File: src/rtl/key_pkg.sv
// rtl/key_pkg.sv - shared constants and priority helper for the key conditioner
package key_pkg;

    localparam int KEY_IDX_RESET           = 2;
    localparam int KEY_IDX_CLEAR           = 1;
    localparam int KEY_IDX_ENTER           = 0;
    localparam int MAX_DIGIT               = 9;
    localparam int DEBOUNCE_CYCLES_DEFAULT = 1000000;

    // Keeps only the highest-priority event: reset > clear > enter.
    function automatic logic [2:0] resolve_priority(input logic [2:0] ev);
        logic [2:0] r;
        r = 3'b000;
        if (ev[KEY_IDX_RESET]) begin
            r[KEY_IDX_RESET] = 1'b1;
        end else if (ev[KEY_IDX_CLEAR]) begin
            r[KEY_IDX_CLEAR] = 1'b1;
        end else if (ev[KEY_IDX_ENTER]) begin
            r[KEY_IDX_ENTER] = 1'b1;
        end
        return r;
    endfunction

endpackage

File: src/rtl/key_debounce.sv
// rtl/key_debounce.sv - one key: 2-FF synchroniser, stability counter, debounced level
module key_debounce
    import key_pkg::*;
#(
    parameter int DEBOUNCE_CYCLES = DEBOUNCE_CYCLES_DEFAULT
) (
    input  logic clk,
    input  logic rst_n,
    input  logic raw,
    output logic level
);

    localparam int              CNT_W   = $clog2(DEBOUNCE_CYCLES);
    localparam logic [CNT_W-1:0] CNT_MAX = CNT_W'(DEBOUNCE_CYCLES - 1);

    logic             sync1;
    logic             sync2;
    logic [CNT_W-1:0] cnt;

    // Released (1) is the safe reset state for an active-low button.
    always_ff @(posedge clk or negedge rst_n) begin
        if (!rst_n) begin
            sync1 <= 1'b1;
            sync2 <= 1'b1;
            cnt   <= '0;
            level <= 1'b1;
        end else begin
            sync1 <= raw;
            sync2 <= sync1;
            if (sync2 == level) begin
                cnt <= '0;
            end else if (cnt == CNT_MAX) begin
                level <= sync2;
                cnt   <= '0;
            end else begin
                cnt <= cnt + 1'b1;
            end
        end
    end

endmodule

File: src/rtl/key_conditioner.sv
// rtl/key_conditioner.sv - debounced, priority-resolved key pulses and digit capture
// Optional auto-repeat is enabled by defining KEY_AUTOREPEAT_EN.
module key_conditioner
    import key_pkg::*;
#(
    parameter int DEBOUNCE_CYCLES = DEBOUNCE_CYCLES_DEFAULT
`ifdef KEY_AUTOREPEAT_EN
    ,
    parameter int REPEAT_DELAY    = 25000000,
    parameter int REPEAT_PERIOD   = 10000000
`endif
) (
    input  logic       CLOCK_50,
    input  logic       RESET_N,
    input  logic [2:0] KEY,
    input  logic [3:0] SW,
    output logic [2:0] KEY_LEVEL,
    output logic [2:0] KEY_PRESS,
    output logic [3:0] DIGIT,
    output logic       DIGIT_VALID,
    output logic       DIGIT_ERR
);

    logic [2:0] level;
    logic [2:0] level_d;
    logic [2:0] fall;
    logic [2:0] events;
    logic [2:0] accepted;
    logic [3:0] sw_sync1;
    logic [3:0] sw_sync2;

    for (genvar i = 0; i < 3; i++) begin : g_key
        key_debounce #(
            .DEBOUNCE_CYCLES(DEBOUNCE_CYCLES)
        ) u_debounce (
            .clk  (CLOCK_50),
            .rst_n(RESET_N),
            .raw  (KEY[i]),
            .level(level[i])
        );
    end

    assign KEY_LEVEL = level;
    assign fall      = level_d & ~level;

`ifdef KEY_AUTOREPEAT_EN
    logic [2:0] rep_fire;

    // cnt restarts at 1 on each emitted event so the next fire lands exactly
    // DELAY (first) or PERIOD (later) cycles after that event's pulse.
    for (genvar i = 0; i < 3; i++) begin : g_rep
        logic [31:0] cnt;
        logic        first;

        assign rep_fire[i] = !level[i] && !fall[i] &&
                             (cnt == (first ? 32'(REPEAT_DELAY) : 32'(REPEAT_PERIOD)));

        always_ff @(posedge CLOCK_50 or negedge RESET_N) begin
            if (!RESET_N) begin
                cnt   <= '0;
                first <= 1'b1;
            end else if (level[i]) begin
                cnt   <= '0;
                first <= 1'b1;
            end else if (fall[i]) begin
                cnt   <= 32'd1;
                first <= 1'b1;
            end else if (rep_fire[i]) begin
                cnt   <= 32'd1;
                first <= 1'b0;
            end else begin
                cnt <= cnt + 32'd1;
            end
        end
    end

    assign events = fall | rep_fire;
`else
    assign events = fall;
`endif

    assign accepted = resolve_priority(events);

    always_ff @(posedge CLOCK_50 or negedge RESET_N) begin
        if (!RESET_N) begin
            sw_sync1    <= 4'd0;
            sw_sync2    <= 4'd0;
            level_d     <= 3'b111;
            KEY_PRESS   <= 3'b000;
            DIGIT       <= 4'd0;
            DIGIT_VALID <= 1'b0;
            DIGIT_ERR   <= 1'b0;
        end else begin
            sw_sync1    <= SW;
            sw_sync2    <= sw_sync1;
            level_d     <= level;
            KEY_PRESS   <= accepted;
            DIGIT_VALID <= accepted[KEY_IDX_ENTER];
            if (accepted[KEY_IDX_ENTER]) begin
                DIGIT     <= sw_sync2;
                DIGIT_ERR <= (sw_sync2 > 4'(MAX_DIGIT));
            end else if (accepted[KEY_IDX_CLEAR]) begin
                DIGIT_ERR <= 1'b0;
            end
        end
    end

endmodule

File: config.mk
export PLATFORM = sky130hd
export DESIGN_NAME = key_conditioner
export DESIGN_NICKNAME = d
export VERILOG_FILES = /design/src/rtl/key_pkg.sv /design/src/rtl/key_debounce.sv /design/src/rtl/key_conditioner.sv
export SDC_FILE = /design/constraint.sdc
export NUM_CORES = 1
export LEC_CHECK = 0
export CELL_PAD_IN_SITES_DETAIL_PLACEMENT = 1
export CELL_PAD_IN_SITES_GLOBAL_PLACEMENT = 1
export CORE_ASPECT_RATIO = 1.2
export CORE_UTILIZATION = 30
export CTS_CLUSTER_DIAMETER = 60
export DETAILED_ROUTE_END_ITERATION = 7
export HOLD_SLACK_MARGIN = 0.12
export PLACE_DENSITY = 0.65
export SLEW_MARGIN = 15
export SYNTH_ARGS = -nofsm -noshare
export SYNTH_HDL_FRONTEND = slang
export SYNTH_SLANG_ARGS = --single-unit
File: constraint.sdc
create_clock -name CLOCK_50 -period 2.39 [get_ports CLOCK_50]
set_input_delay 0.3585 -clock CLOCK_50 [delete_from_list [all_inputs] [get_ports CLOCK_50]]
set_output_delay 0.3585 -clock CLOCK_50 [all_outputs]
set_load 0.01 [all_outputs]
==> flow_summary.yaml <==
outcome:
  status: "finished clean"
detailed_routing:
  detail_route.wl_per_cell_um: 14.6
  vias: 2797
  drt_iter0_drc: 113
  routed_wl_um: 8250
  antenna_left: 0
  routed_via_density: 4.96
  drtPass1Iterations: 4
  drcViolationCount: 0
synth:
  synth_nets: 383
  netlist_area_um2: 3940
  synth.distinct_cells: 41
  synth.most_common_cell: "dfrtp_1"
  synthTopCellsByArea: "dfrtp_1, dfstp_2, xnor2_1"
  yosys_warnings: 0
  ys_seq_area_share_pct: 56.2
  synth-seq-cells: 88
  async_reset_ff_share_pct: 100
  synth_top_area_cell: "dfrtp_1"
  synth-edff-count: 0
  syn_avg_cell_area_um2: 10.6
  dominantRegCellSynth: "dfrtp_1"
  synth_top_area_share_pct: 48.2
  synth_commonest_cells: "dfrtp_1, nor2_1, xnor2_1, nand3_1, a21oi_1"
  syn_inst: 371
die:
  core_area_um2: 12700
  die_h_um: 128
  fp.dieArea_um2: 13600
  initial_core_util_pct: 31.0
  num_rows: 45
  die_w_um: 107
  io-pin-count: 21
clock_tree:
  cts_tree: "yes"
  cts_buffers: 9
  clkTransAtPathRegs_ns: 0.06
  cts_root_buffer: "clkbuf_16"
  clk_path_buf_depth: 2
  cts_sinks: 88
  insertion_delay_ns: 0.34
  htreeDepth: 3
  ctsResizeCount: 0
worst_setup_path:
  cp_max_fo: 8
  r2r-start: "g_key[2].u_debounce.cnt[0]"
  cp-end-kind: "flip-flop"
  path_class: "reg -> reg"
  cp-start-kind: "flip-flop"
  crit_arrival_ns: 2.40
  r2r_cells: 5
  r2r_setup_slack_ns: 0.26
  rr_endpoint: "g_key[2].u_debounce.cnt[18]"
  crit_required_ns: 2.66
final_layout:
  layout.nets: 407
  drive_gt1_share_pct: 14.8
  finalNonFillerCells: 564
  area_delta_synth_final_pct: 19.4
  fillers: 1455
  antenna_cells: 0
placed_design:
  io_buffers: 20
  place_inst: 547
  dp_hpwl_um: 5720
  place_congestion: 0.699
sta:
  hold_viol: 0
  slew_violations: 0
  min_period_over_period_pct: 89.2
  final.min_clock_period_ns: 2.13
  finClkSkew_ns: 0.00523
  setup_viol: 0
  tns_ns: 0
  rsz0062_at_grt: "false"
  worst_pin_slew_ns: 0.689
  timing.fmax_ghz: 0.469
  worst_slew_margin_rel_pct: 53.4
worst_hold_path:
  hold_start: "sw_sync1[1]"
  holdPathEnd: "sw_sync2[1]"
  hp-class: "reg -> reg"
  holdPathStages: 0
global_route:
  grtUsageTotal_pct: 13.7
  grt_max_degree: 40
  grt_antenna_before_repair: 0
  grt_pass1_vias: 3010
  overflow: 0
  grt_pass1_wl_um: 14700
power:
  cellLeakagePower_uw: 0.00187
  peakVddDrop_mv: 0.417
  p_per_area_nw_per_um2: 695
flow_run:
  drv_cap: 0
kinds of logic after synthesis:
family          share of synthesized area [%]
mux                                      2.00
simple gates                             22.3
xor+xnor                                 8.66
compound gates                           6.31
fa+ha+maj                               0.952
buf+inv                                  3.58
flops                                    56.2
state kept, by name (all words and copies together) (netlist names):
name                    flops
sw_sync2                    4
level_d                     3
DIGIT                       4
sw_sync1                    4
g_key.u_debounce.sync1      3
g_key.u_debounce.level      3
KEY_PRESS                   3
DIGIT_ERR                   1
g_key.u_debounce.sync2      3
g_key.u_debounce.cnt       60
through the flow:
stage               setup WS [ns]  area, um2  total power, uW  util, %  hold slack, ns
floorplan                   0.403       3940             1600        -          0.0629
global placement            0.347       4350             1660     34.2           0.331
detailed placement          0.254       4350             1670     34.2           0.336
CTS                         0.251       4710             3330     37.0           0.352
global route                0.142       4710             3390     37.0           0.354
finish                      0.258       4710             3270     37.0           0.351
final cells by class:
| type | count | area (um2) | share of cell area, % |
|---|---|---|---|
| inverters | 14 | 52.6 | 1.12 |
| clock buffers | 9 | 225 | 4.78 |
| well taps | 164 | 205 | 4.36 |
| flip-flops and latches | 88 | 2220 | 47.1 |
| multi-input cells | 252 | 1600 | 33.9 |
| repair buffers | 30 | 288 | 6.11 |
| clock inverters | 7 | 126 | 2.68 |
repair_timing:
item,4_1_cts,5_1_grt
endpoints found under the hold margin,27,0
buffers inserted,0,0
hold buffers,1,0
layer usage:
layer	vias up	track usage, %	part of all wire [%]
met3	11	2.50	2.1
met5	-	0	0
met2	21	23.9	51
li1	1345	-	-
met1	1420	16.3	45
met4	0	6.53	1.9
worst max path at each step:
stage,startpoint,end
after floorplan,g_key[2].u_debounce.cnt[10],g_key[2].u_debounce.cnt[11]
after global placement,g_key[2].u_debounce.cnt[0],g_key[2].u_debounce.cnt[18]
after detailed placement,g_key[2].u_debounce.cnt[0],g_key[2].u_debounce.cnt[16]
after CTS,g_key[2].u_debounce.cnt[0],g_key[2].u_debounce.cnt[18]
after global routing,g_key[2].u_debounce.cnt[0],g_key[2].u_debounce.cnt[18]
final,g_key[2].u_debounce.cnt[0],g_key[2].u_debounce.cnt[18]
placed cells by master (no fill, tap or decap), drive strengths merged, types with 13 or more instances in the layout:
master / count
a21oi: 18
nand2: 15
clkdlybuf4s50: 19
dfrtp: 76
nor2: 47
nand3: 23
or4: 13
xnor2: 23
xor2: 16
inv: 16
worst max-delay path: stages, from the launching register on:
cell,delay [ns]
dfrtp_1,0.41
ha_1,0.24
nand2_1,0.11
or4_1,0.64
or4_4,0.53
a21oi_2,0.14
where the power goes:
group,switching [uW],internal (uW),total (uW)
logic,61.4,35.8,97.3
registers,19.5,1520,1540
clock network,606,1030,1640
total,687,2590,3270
Note: power is estimated with default switching activity, not from simulation.
